## src/rtl/ro_measure_ctrl.sv

```systemverilog
// Ring-oscillator measurement sequencer: enable, optional settle, windowed edge count, latch, serial readout.
// Optional settle phase is built when RO_CTRL_SETTLE_EN is defined.
module ro_measure_ctrl #(
  parameter int CNT_W         = 16,
  parameter int WIN_LOG2      = 10,
  parameter int SETTLE_CYCLES = 16
) (
  input  logic             clk,
  input  logic             rst_n,
  input  logic             start,
  input  logic             continuous,
  input  logic             ro_div,
  input  logic             shift,
  output logic             ro_en,
  output logic             busy,
  output logic             done,
  output logic             overflow,
  output logic [CNT_W-1:0] count,
  output logic             sdo
);

  localparam logic [1:0] ST_IDLE    = 2'd0;
  localparam logic [1:0] ST_COUNT   = 2'd2;
  localparam logic [1:0] ST_CAPTURE = 2'd3;

`ifdef RO_CTRL_SETTLE_EN
  localparam logic [1:0] ST_SETTLE = 2'd1;
  localparam int SET_W = $clog2(SETTLE_CYCLES + 1);
  localparam int TMR_W = (SET_W > WIN_LOG2) ? SET_W : WIN_LOG2;
  localparam logic [TMR_W-1:0] SETTLE_LAST = TMR_W'(SETTLE_CYCLES - 1);
`else
  // SETTLE_CYCLES has no effect in this build; the timer only spans the window.
  localparam int TMR_W = WIN_LOG2 + 0 * SETTLE_CYCLES;
`endif
  localparam logic [TMR_W-1:0] WIN_LAST = TMR_W'((64'd1 << WIN_LOG2) - 64'd1);

  logic [1:0]       state_q, state_d;
  logic [TMR_W-1:0] tmr_q, tmr_d;
  logic [CNT_W-1:0] cnt_q, cnt_d;
  logic             ovf_win_q, ovf_win_d;
  logic             capture;

  logic             ro_s1_q, ro_s2_q, ro_hist_q;
  logic             edge_p;

  logic             done_q;
  logic             ovf_q;
  logic [CNT_W-1:0] count_q;
  logic [CNT_W-1:0] sr_q;

  assign edge_p = ro_s2_q & ~ro_hist_q;

  always_comb begin
    state_d   = state_q;
    tmr_d     = tmr_q;
    cnt_d     = cnt_q;
    ovf_win_d = ovf_win_q;
    capture   = 1'b0;
    case (state_q)
      ST_IDLE: begin
        if (start) begin
          tmr_d     = '0;
          cnt_d     = '0;
          ovf_win_d = 1'b0;
`ifdef RO_CTRL_SETTLE_EN
          state_d   = ST_SETTLE;
`else
          state_d   = ST_COUNT;
`endif
        end
      end
`ifdef RO_CTRL_SETTLE_EN
      ST_SETTLE: begin
        if (tmr_q == SETTLE_LAST) begin
          state_d = ST_COUNT;
          tmr_d   = '0;
        end else begin
          tmr_d = tmr_q + 1'b1;
        end
      end
`endif
      ST_COUNT: begin
        // An edge arriving at all-ones is lost, so it marks the window as overflowed.
        if (edge_p) begin
          if (&cnt_q) ovf_win_d = 1'b1;
          else        cnt_d     = cnt_q + 1'b1;
        end
        if (tmr_q == WIN_LAST) state_d = ST_CAPTURE;
        else                   tmr_d   = tmr_q + 1'b1;
      end
      ST_CAPTURE: begin
        capture = 1'b1;
        if (continuous) begin
          state_d   = ST_COUNT;
          tmr_d     = '0;
          cnt_d     = '0;
          ovf_win_d = 1'b0;
        end else begin
          state_d = ST_IDLE;
        end
      end
      default: state_d = ST_IDLE;
    endcase
  end

  always_ff @(posedge clk or negedge rst_n) begin
    if (!rst_n) begin
      state_q   <= ST_IDLE;
      tmr_q     <= '0;
      cnt_q     <= '0;
      ovf_win_q <= 1'b0;
      ro_s1_q   <= 1'b0;
      ro_s2_q   <= 1'b0;
      ro_hist_q <= 1'b0;
      done_q    <= 1'b0;
      ovf_q     <= 1'b0;
      count_q   <= '0;
      sr_q      <= '0;
    end else begin
      state_q   <= state_d;
      tmr_q     <= tmr_d;
      cnt_q     <= cnt_d;
      ovf_win_q <= ovf_win_d;
      ro_s1_q   <= ro_div;
      ro_s2_q   <= ro_s1_q;
      ro_hist_q <= ro_s2_q;
      done_q    <= capture;
      // A load in the capture cycle takes priority over a coincident shift.
      if (capture) begin
        count_q <= cnt_q;
        ovf_q   <= ovf_win_q;
        sr_q    <= cnt_q;
      end else if (shift) begin
        sr_q <= sr_q << 1;
      end
    end
  end

  assign ro_en    = (state_q != ST_IDLE);
  assign busy     = (state_q != ST_IDLE);
  assign done     = done_q;
  assign overflow = ovf_q;
  assign count    = count_q;
  assign sdo      = sr_q[CNT_W-1];

endmodule

```

## config.mk

```make
export PLATFORM = sky130hd
export DESIGN_NAME = ro_measure_ctrl
export DESIGN_NICKNAME = d
export VERILOG_FILES = /design/src/rtl/ro_measure_ctrl.sv
export SDC_FILE = /design/constraint.sdc
export NUM_CORES = 1
export LEC_CHECK = 0
export CORE_MARGIN = 2
export CORE_UTILIZATION = 57
export CTS_CLUSTER_SIZE = 24
export DETAILED_ROUTE_END_ITERATION = 7
export DONT_BUFFER_PORTS = 1
export PLACE_DENSITY_LB_ADDON = 0.08
export SLEW_MARGIN = 10
export SYNTH_ARGS = -nofsm -noshare
export SYNTH_HDL_FRONTEND = slang
export SYNTH_SLANG_ARGS = --single-unit
```

## constraint.sdc

```tcl
create_clock -name clk -period 1.9 [get_ports clk]
set_input_delay 0.38 -clock clk [delete_from_list [all_inputs] [get_ports clk]]
set_output_delay 0.38 -clock clk [all_outputs]
set_load 0.05 [all_outputs]
```

==> metrics list <==
* Status: finished, violations left
- The final reports fail on negative hold slack.
* Total via count after detailed routing: 2454
- TritonCTS built the clock tree.
- The number of antenna diodes in the final layout is 0.
- Final nets: around 360
- RSZ-0062 raised after global routing: yes
- Routed wire length: 6530 um
- CTS HTree Levels: 3
- Internal power: between 2000 and 2500 uW
- Die Y: 79.3 um
- At the pin with the least slew margin, the transition time is ~0.5 ns.
- Data arrival time at the worst-slack endpoint: between 2 and 2.5 ns
* Headroom to the max-slew limit: roughly two thirds
- Across the run, the number of max-cap violations was 0.
- Synth unique cells: 52
- Before antenna repair, the detailed router went through 4 iterations.
* Largest clock skew in the final design: roughly 0.0074 ns
- Worst Setup Path Type: reg2reg
* Number of warnings reported in the yosys synthesis log: 0
- Entering global routing, the biggest net connects 67 pins.
- Post-DR vias/cell: around 5.8
- Final clock period utilization by the worst path: between 90% and 100%
* Main synth FF type: sky130_fd_sc_hd__dfrtp_1
* Worst Path Max Fanout: 6
* Biggest area contributors in the synthesized netlist: sky130_fd_sc_hd__dfrtp_1 (51%), sky130_fd_sc_hd__o21ai_0 (7.4%), sky130_fd_sc_hd__mux2i_1 (5.6%), sky130_fd_sc_hd__nand2_1 (3.8%), sky130_fd_sc_hd__nand3_1 (2.8%)
- Placed Cells: roughly 400
- In the final routed layout, each cell accounts on average for 15.5 um.
- In this run the horizontal extent of the chip is 79.3 um.
- FMAX: 0.527 GHz
* Placer's final routability congestion estimate: 0.819
- Synth Cell Area: approximately 0.0032 mm^2
- No sink is reached through more buffers than the 2 on the longest clock path.
- The floorplan has 27 rows.
* Post-layout utilization of the core: a little under 70%
- Leading cell type by number of instances after synthesis: sky130_fd_sc_hd__dfrtp_1
* Number of port buffers: 0
- Uppermost layer routed: met4
- Initial Util: roughly 59%
- Fill cells in the final layout number 433.
- After detailed routing, the number of remaining DRC violations is 0.
* Layout Area Growth over Synthesis: 17.0%
- In this run the power spent charging and discharging nets is 715 uW.
- Global routing finished with a remaining overflow of 0.
- Of the total power, the clock network draws about two fifths.
- DRT antenna net count: 0
* WHS: -0.269 ns
- Total CTS buffers: 9
- Startpoint type of the worst setup path: flop
- Synthesis produced a netlist whose cell count is roughly 330.
- Share of synthesized registers carrying an async set or reset: 100%
* Power density normalized to cell area: approximately 800 mW/mm^2
* Pwr Total: a little over 3000 uW
- Counting cells, the worst reg-to-reg path comes to 7.
- Clock slew at reported path FFs: around 0.070 ns
* Sequential cell area fraction in the yosys report: 51.0%
- Standard cell core area: around 0.0055 mm^2
- CTS Root Buffer Type: sky130_fd_sc_hd__clkbuf_8
- Combinational logic burns 8.9% of the power.
- After detailed routing, the wire length on met1 is between 2000 and 3000 um.
- Insertion delay to the later sink of the worst-skew pair: 0.34 ns
* Synthesis-stage register bit count: between 60 and 70
* Sort of element at the end of the critical path: flop
- Sequential cells burn about 49% of the power.
- Synth top area share: 51.0%
- VDD IR max: 0.000429 V
- Data required time at the worst endpoint: approximately 2.2 ns
- Max-slew violation count: 0
- For this run, the number of standard cells in the final layout without fillers is between 400 and 500.
- Shortest clock period the worst path allows after layout: between 1.5 and 2 ns
- Antenna violations before repair: 0
* Final Hold Violating Endpoints: 66
- Global-route wire length before repair: around 11000 um
- Detailed placement finished with a half-perimeter wire length of between 4000 and 5000 um.
* Post-synthesis cell type with the largest combined area: sky130_fd_sc_hd__dfrtp_1
* Initial detailed-routing violation count: 125
* Static leakage: 0.00172 uW
- For this run, the total global-route usage over all layers was measured as between 20% and 30%.
- Synthesis produced a netlist with a net count of ~340.
* # IOs: 27
* Commonest cells in the synthesized netlist: sky130_fd_sc_hd__dfrtp_1 (66), sky130_fd_sc_hd__o21ai_0 (48), sky130_fd_sc_hd__nand2_1 (33)
* Switching share of total power: roughly 23%
- Layout cells sized above 1: around 22%
- The die covers between 0.006 and 0.007 mm^2.
* EDFF count, synth: 0
* CTS sink count: 66
- Setup violations remaining at the end of the flow were counted as 0.
- Total met2 wirelength after detailed routing: around 3100 um
* Met3 routed wirelength: around 250 um
- The average instance in the mapped netlist occupies between 9 and 10 um^2.
- Hold Crit Class: in2async
* Number of global-route vias before repair: 2431
worst max-delay path, cell delays in order, from the launching register on:
cell and delay, ns:
sky130_fd_sc_hd__dfrtp_2 0.46, sky130_fd_sc_hd__inv_4 0.07, sky130_fd_sc_hd__ha_4 0.17, sky130_fd_sc_hd__nand2b_4 0.07
sky130_fd_sc_hd__o2111ai_4 0.14, sky130_fd_sc_hd__or3_4 0.45, sky130_fd_sc_hd__or4_4 0.41, sky130_fd_sc_hd__nand2_1 0.07
state kept, by name, indices dropped and copies added (netlist names):
signal / count
overflow: 1
ro_s2_q: 1
done: 1
tmr_q: 10
ro_s1_q: 1
count: 16
sr_q: 16
ro_hist_q: 1
cnt_q: 16
ovf_win_q: 1
state_q: 2
power by group through the flow:
stage          Clock (uW)  Sequential (uW)  Combinational (uW)
6_report             1290             1530                 274
3_5_place_dp            0             1550                 263
2_1_floorplan           0             1550                 159
3_3_place_gp            0             1550                 255
5_1_grt              1370             1540                 306
4_1_cts              1320             1530                 264
cell type report:
type                            count  area, um^2  area share, %
Clock buffer                       11         141           3.73
Timing Repair Buffer               27         210           5.55
Sequential cell                    66        1650           43.7
Tap cell                           72        90.1           2.38
Inverter                           25         104           2.74
Multi-Input combinational cell    215        1510           39.9
Clock inverter                      5        77.6           2.05
routing by layer:
layer	track usage, %	vias up
met4	13.3	0
met1	28.8	1167
met5	0	-
li1	-	1206
met2	34.7	59
met3	4.66	22
final timing paths:
check	slack, ns	endpoint	from
setup / recovery	0.003	cnt_q[14]	state_q[1]
hold / removal	-0.27	count[3]	rst_n
setup reg to reg	0.003	cnt_q[14]	state_q[1]
hold reg to reg	0.36	ro_s2_q	ro_s1_q
max in group asynchronous	2.04	state_q[0]	rst_n
min in group clk	0.07	ro_s1_q	ro_div
metrics by stage:
| stage | area (um^2) | setup slack [ns] | hold slack, ns | setup TNS (ns) |
|---|---|---|---|---|
| 3_3_place_gp | 3410 | 0.0272 | 0.0857 | 0 |
| 2_1_floorplan | 3240 | 0.0213 | 0.0844 | 0 |
| 3_5_place_dp | 3410 | -0.0311 | 0.0858 | -0.101 |
| 5_1_grt | 3790 | -0.0983 | -0.288 | -0.273 |
| 6_report | 3790 | 0.00284 | -0.269 | 0 |
| 4_1_cts | 3630 | 0.0152 | -0.286 | 0 |
kinds of logic (layout without fill, tap and decap cells):
kind of cell             count (synthesis)  after routing  synth area share [%]
AO/OA/AOI/OAI                           95             95                  18.9
flip-flops                              66             66                  51.0
XOR/XNOR                                 2              2                 0.541
adder cells (fa/ha/maj)                  6              6                  2.32
buffers and inverters                   46             68                  5.92
multiplexers                            20             20                  6.26
AND/OR/NAND/NOR                         92             92                  15.0
what timing repair did:
| item | CTS | global route |
|---|---|---|
| buffers inserted | 0 | 4 |
| gates resized for setup | 1 | 30 |
| hold endpoints to repair | 66 | 66 |
| pin swaps | 1 | 7 |
| endpoints found under the setup margin | 4 | 18 |
cells in the final DEF, fill, tap and decap left out, types with 8 or more instances in the layout:
master / instances
sky130_fd_sc_hd__nand2_1: 32
sky130_fd_sc_hd__a21oi_1: 11
sky130_fd_sc_hd__and3_1: 8
sky130_fd_sc_hd__mux2i_1: 18
sky130_fd_sc_hd__clkbuf_8: 10
sky130_fd_sc_hd__nand3_1: 17
sky130_fd_sc_hd__inv_1: 21
sky130_fd_sc_hd__buf_4: 25
sky130_fd_sc_hd__o21ai_0: 47
sky130_fd_sc_hd__dfrtp_1: 64
Note: power is estimated with default switching activity, not from simulation.
==> variant 1: new RTL, same flow settings <==
Set the parameter `CNT_W` to 18 (it was 16).
--- a/src/rtl/ro_measure_ctrl.sv
+++ b/src/rtl/ro_measure_ctrl.sv
@@ -1,7 +1,7 @@
 // Ring-oscillator measurement sequencer: enable, optional settle, windowed edge count, latch, serial readout.
 // Optional settle phase is built when RO_CTRL_SETTLE_EN is defined.
 module ro_measure_ctrl #(
-  parameter int CNT_W         = 16,
+  parameter int CNT_W         = 18,
   parameter int WIN_LOG2      = 10,
   parameter int SETTLE_CYCLES = 16
 ) (
Interface: changed (resized count); port bits go from 27 to 29. No check against the original RTL was run, so the function may have changed too.
==> variant 1 against the original RTL <==
- area after synthesis up 7.7%
- the run ends with hold timing, setup timing left
- fmax shrank 0.25%
- largest cell class unchanged
- routed wire length increased by 11%
- critical path depth unchanged
- design area grew 12%
- sequential cell count up 6
- critical path type unchanged
- worst setup slack lost 0.0048 ns
Power is not compared: it rests on default switching activity, and its combinational part moved more than twofold at a synthesized area within 25%.
==> variant 1: results (changes against the original RTL) <==
<table>
<tr><th>Metric</th><th>Value</th></tr>
<tr><th colspan="2">Status</th></tr>
<tr><td>Outcome</td><td>finished with violations</td></tr>
<tr><td>Failing checks</td><td>hold timing, setup timing</td></tr>
<tr><th colspan="2">Global routing</th></tr>
<tr><td>GRT Total Usage</td><td>22.6% (+0.32 points)</td></tr>
<tr><td>Maximum number of pins on one net before global-route repair</td><td>73 (+9.0%)</td></tr>
<tr><td>Number of global-route vias before repair</td><td>2520 (+3.7%)</td></tr>
<tr><td>Global-route wire length before repair</td><td>11600 um (+6.1%)</td></tr>
<tr><th colspan="2">STA</th></tr>
<tr><td>Actual slew at the worst max-slew pin</td><td>0.488 ns (-0.00357 ns)</td></tr>
<tr><td>Final critical-path setup slack</td><td>-0.00195 ns (-0.00479 ns)</td></tr>
<tr><td>Endpoints failing setup</td><td>1 (+1)</td></tr>
<tr><td>Total count of hold-check failures in the final report</td><td>72 (+9.1%)</td></tr>
<tr><td>Worst slack on hold paths</td><td>-0.275 ns (-0.00605 ns)</td></tr>
<tr><th colspan="2">Synth</th></tr>
<tr><td>Compound-cell area share of the yosys netlist</td><td>17.3% (-1.5 points)</td></tr>
<tr><td>Synth Net Count</td><td>365 (+7.7%)</td></tr>
<tr><td>Xor/xnor cell area share of the yosys netlist</td><td>0% (-0.54 points)</td></tr>
<tr><td>Synth top cells by count</td><td>72 x dfrtp_1, 48 x nand2_1, 46 x o21ai_0</td></tr>
<tr><td>Largest cells by area after synthesis</td><td>dfrtp_1 52%, o21ai_0 6.6%, nand2_1 5.2%</td></tr>
<tr><td>Distinct cell type count after synthesis</td><td>51 (-1.9%)</td></tr>
<tr><td>Portion of netlist area occupied by mux cells</td><td>5.21% (-1.1 points)</td></tr>
<tr><th colspan="2">Detailed routing</th></tr>
<tr><td>Vias per inst</td><td>5.75 (-1.4%)</td></tr>
<tr><td>Count of routing violations after the opening detailed-route iteration</td><td>151 (+21%)</td></tr>
<tr><th colspan="2">Placement</th></tr>
<tr><td>Routability congestion estimate from global placement</td><td>0.908 (+11%)</td></tr>
<tr><td>Placed instance area</td><td>3830 um2 (+13%)</td></tr>
<tr><td>Sum of net half-perimeters after detailed placement</td><td>4890 um (+15%)</td></tr>
<tr><th colspan="2">Worst setup path</th></tr>
<tr><td>Crit. Startpoint</td><td>state_q[0]</td></tr>
<tr><th colspan="2">Layout</th></tr>
<tr><td>Proportion of layout cells with a drive suffix above 1</td><td>24.7% (+2.7 points)</td></tr>
<tr><td>Final net count</td><td>404 (+13%)</td></tr>
</table>
[variant 1: changes by cell type in the layout (fill, tap and decap cells not counted), moves of 4 or more]
cell and change:
o21ai_0 -5, dfrtp_1 +7, nand2_1 +15, and3_1 -5, nor4_1 +4, buf_4 +15
[variant 1: cell families after synthesis]
group / count (synthesis)
AO/OA/AOI/OAI: 91
flip-flops: 72
multiplexers: 18
adder cells (fa/ha/maj): 6
buffers and inverters: 46
AND/OR/NAND/NOR: 120
[variant 1: cell type report]
| class | instances | area (um2) |
|---|---|---|
| clock buffer | 10 | 138 |
| clock inverter | 5 | 81.3 |
| fill | 433 | 1690 |
| inverter | 27 | 108 |
| multi-input combinational | 236 | 1610 |
| sequential | 72 | 1800 |
| tap | 75 | 93.8 |
| timing repair buffer | 46 | 394 |
[variant 1: worst paths after layout]
path	slack, ns	depth (start not counted)	to
max	-0.002	7	tmr_q[7]
min	-0.28	0	count[2]
max reg2reg	-0.002	7	tmr_q[7]
min reg2reg	0.35	0	ro_s2_q
max in group asynchronous	2.07	0	cnt_q[10]
min in group clk	0.07	0	ro_s1_q
[variant 1: critical path, delay by kind of cell, from the launching register on]
family          cells  cell delay [ns]
compound gates      2             0.47
fa+ha+maj           1             0.17
buf+inv             2             0.23
flops               1             0.45
simple gates        2             0.47
[variant 1: power groups by stage]
stage                     logic, mW  clock network (mW)  registers [mW]
after floorplan               0.944                   0            1.83
after global placement         1.41                   0            1.83
after detailed placement       1.44                   0            1.84
after CTS                      1.49                1.34            1.81
after global routing           1.85                1.41            1.83
final                          1.71                1.32            1.82
[variant 1: per-stage QoR]
stage,util (%),TNS (ns),instances,worst slack (ns)
global placement,64.8,0,449,0.0416
global route,71.4,-0.271,471,-0.0605
floorplan,-,-0.0222,353,-0.0222
finish,71.4,-0.00195,471,-0.00195
CTS,68.9,0,465,0.000908
detailed placement,64.8,-0.0407,449,-0.0407
[variant 1: repair_timing]
| action | 4_1_cts | 5_1_grt |
|---|---|---|
| buffers inserted | 1 | 5 |
| pin swaps | 2 | 4 |
| gates resized for setup | 5 | 28 |
| endpoints found under the setup margin | 3 | 28 |
| cloned | 0 | 1 |
| hold endpoints to repair | 72 | 72 |
[variant 1: metal layers]
| metal | wire length, um | track usage, % | vias up |
|---|---|---|---|
| met5 | 0 | 0 | - |
| met4 | 102 | 8.17 | 0 |
| met3 | 275 | 4.67 | 14 |
| met2 | 3570 | 36.9 | 67 |
| met1 | 3320 | 29.9 | 1292 |
| li1 | - | - | 1335 |
==> variant 2: new RTL, same settings <==
Made on the original files. Register the outputs `ro_en`, `busy` and `sdo`, cleared by the reset; this adds one clock of latency there. The other outputs are not delayed to match.
--- a/src/rtl/ro_measure_ctrl.sv
+++ b/src/rtl/ro_measure_ctrl.sv
@@ -136,12 +136,20 @@
     end
   end
 
-  assign ro_en    = (state_q != ST_IDLE);
-  assign busy     = (state_q != ST_IDLE);
   assign done     = done_q;
   assign overflow = ovf_q;
   assign count    = count_q;
-  assign sdo      = sr_q[CNT_W-1];
+  always_ff @(posedge clk or negedge rst_n) begin
+    if (!rst_n) begin
+      ro_en <= '0;
+      busy  <= '0;
+      sdo   <= '0;
+    end else begin
+      ro_en <= (state_q != ST_IDLE);
+      busy  <= (state_q != ST_IDLE);
+      sdo   <= sr_q[CNT_W-1];
+    end
+  end
 
 endmodule
 
Formal check against the unedited RTL: not equivalent (Yosys sat finds a counterexample within 4 cycles, from zero or initial values and one cycle with rst_n low).
==> variant 2 against the original RTL <==
- the run ends with hold timing, setup timing left
- sequential share of layout area is 2.2 points lower
- worst setup slack worse by 0.24 ns
- area after synthesis hardly changed
- hold slack worse by 0.0054 ns
- design area is 8.6% higher
- sequential cell count is 2 higher
- routed wire length is 21% higher
- final cell count is 8.3% higher
- first-iteration DRC count is 79% higher
- critical path depth is 6 higher
- synthesized cell count is 0.61% higher
- critical path type unchanged
- highest routed layer unchanged
Power is not compared: it rests on default switching activity, and its combinational part moved more than twofold at a synthesized area within 25%.
==> variant 2: results (changes against the original RTL) <==
<table>
<tr><th>Metric</th><th>Value</th></tr>
<tr><th colspan="2">Global routing</th></tr>
<tr><td>Global-route wire length before repair</td><td>13000 um (+19%)</td></tr>
<tr><td>Met1 track utilization from global routing</td><td>35.5% (+6.7 points)</td></tr>
<tr><th colspan="2">Synth</th></tr>
<tr><td>Share of synthesized cell area in full adder, half adder and majority cells</td><td>2.32% (about the same)</td></tr>
<tr><td>Largest cells by area after synthesis</td><td>dfrtp_1 53%, o21ai_0 7.0%, mux2i_1 5.6%</td></tr>
<tr><td>Xor/xnor cell area share of the yosys netlist</td><td>0.541% (about the same)</td></tr>
<tr><td>Synth Net Count</td><td>341 (+0.59%)</td></tr>
<tr><th colspan="2">STA</th></tr>
<tr><td>Worst slack on hold paths</td><td>-0.275 ns (-0.00540 ns)</td></tr>
<tr><td>Worst max-slew margin expressed relative to the limit</td><td>66.5% (-0.47 points)</td></tr>
<tr><td>Final critical-path setup slack</td><td>-0.234 ns (-0.237 ns)</td></tr>
<tr><td>Min cycle time layout</td><td>2.13 ns (+0.237 ns)</td></tr>
<tr><td>Clk_skew</td><td>0.00429 ns (-0.00307 ns)</td></tr>
<tr><td>Total count of hold-check failures in the final report</td><td>68 (+3.0%)</td></tr>
<tr><td>Endpoints failing setup</td><td>21 (+21)</td></tr>
<tr><th colspan="2">Layout</th></tr>
<tr><td>Final net count</td><td>391 (+9.8%)</td></tr>
<tr><td>Fill cells</td><td>379 (-12%)</td></tr>
<tr><td>Count of placed standard cells in the final layout, fillers left out</td><td>456 (+8.3%)</td></tr>
<tr><th colspan="2">Clocking</th></tr>
<tr><td>Number of post-CTS setup repair buffers</td><td>11 (+11)</td></tr>
<tr><td>Quantity of gates resized following cts</td><td>17 (+16)</td></tr>
<tr><th colspan="2">Status</th></tr>
<tr><td>Outcome</td><td>finished with violations</td></tr>
<tr><td>Failing checks</td><td>hold timing, setup timing</td></tr>
<tr><th colspan="2">Worst setup path</th></tr>
<tr><td>Arrival time of data at the critical path endpoint</td><td>2.36 ns (+0.18 ns)</td></tr>
<tr><td>Worst R2R End</td><td>state_q[1]</td></tr>
<tr><td>Maximum single-stage delay on the critical path</td><td>0.42 ns (-0.04 ns)</td></tr>
<tr><td>Cell family with the largest share of critical-path delay</td><td>buffers and inverters</td></tr>
<tr><th colspan="2">Placement</th></tr>
<tr><td>Placed instance area</td><td>3590 um2 (+5.4%)</td></tr>
<tr><th colspan="2">Detailed routing</th></tr>
<tr><td>Via count</td><td>2747 (+12%)</td></tr>
<tr><td>Met3 wire length</td><td>301 um (+20%)</td></tr>
<tr><td>Met2 wire length</td><td>3950 um (+27%)</td></tr>
<tr><td>Overall routed net length</td><td>7900 um (+21%)</td></tr>
</table>
-- variant 2: cell types whose count changed in the layout (fill, tap and decap cells not counted), sizes merged, moves of 3 or more --
cell | before | now
o21ai | 49 | 46
nand2 | 33 | 37
buf | 27 | 55
nand4 | 6 | 10
-- variant 2: cell type report --
class                           instances  area [um2]  share of cell area (%)
Tap cell                               72        90.1                    2.19
Sequential cell                        68        1700                    41.4
Clock buffer                           11         151                    3.68
Timing Repair Buffer                   55         425                    10.3
Inverter                               26        97.6                    2.37
Multi-Input combinational cell        219        1540                    37.4
Clock inverter                          5         106                    2.59
-- variant 2: power by group --
part	total (mW)	internal (mW)	switching, mW
Combinational	2.00	0.889	1.11
Sequential	1.91	1.62	0.292
Clock	1.50	0.948	0.556
Total	5.42	3.46	1.96
-- variant 2: worst reg2reg max path: cells and delay by family (launching register included) --
| family | cells | cell delay (ns) |
|---|---|---|
| AOI/OAI and AO/OA | 1 | 0.17 |
| buffers and inverters | 12 | 1.45 |
| DFF | 1 | 0.42 |
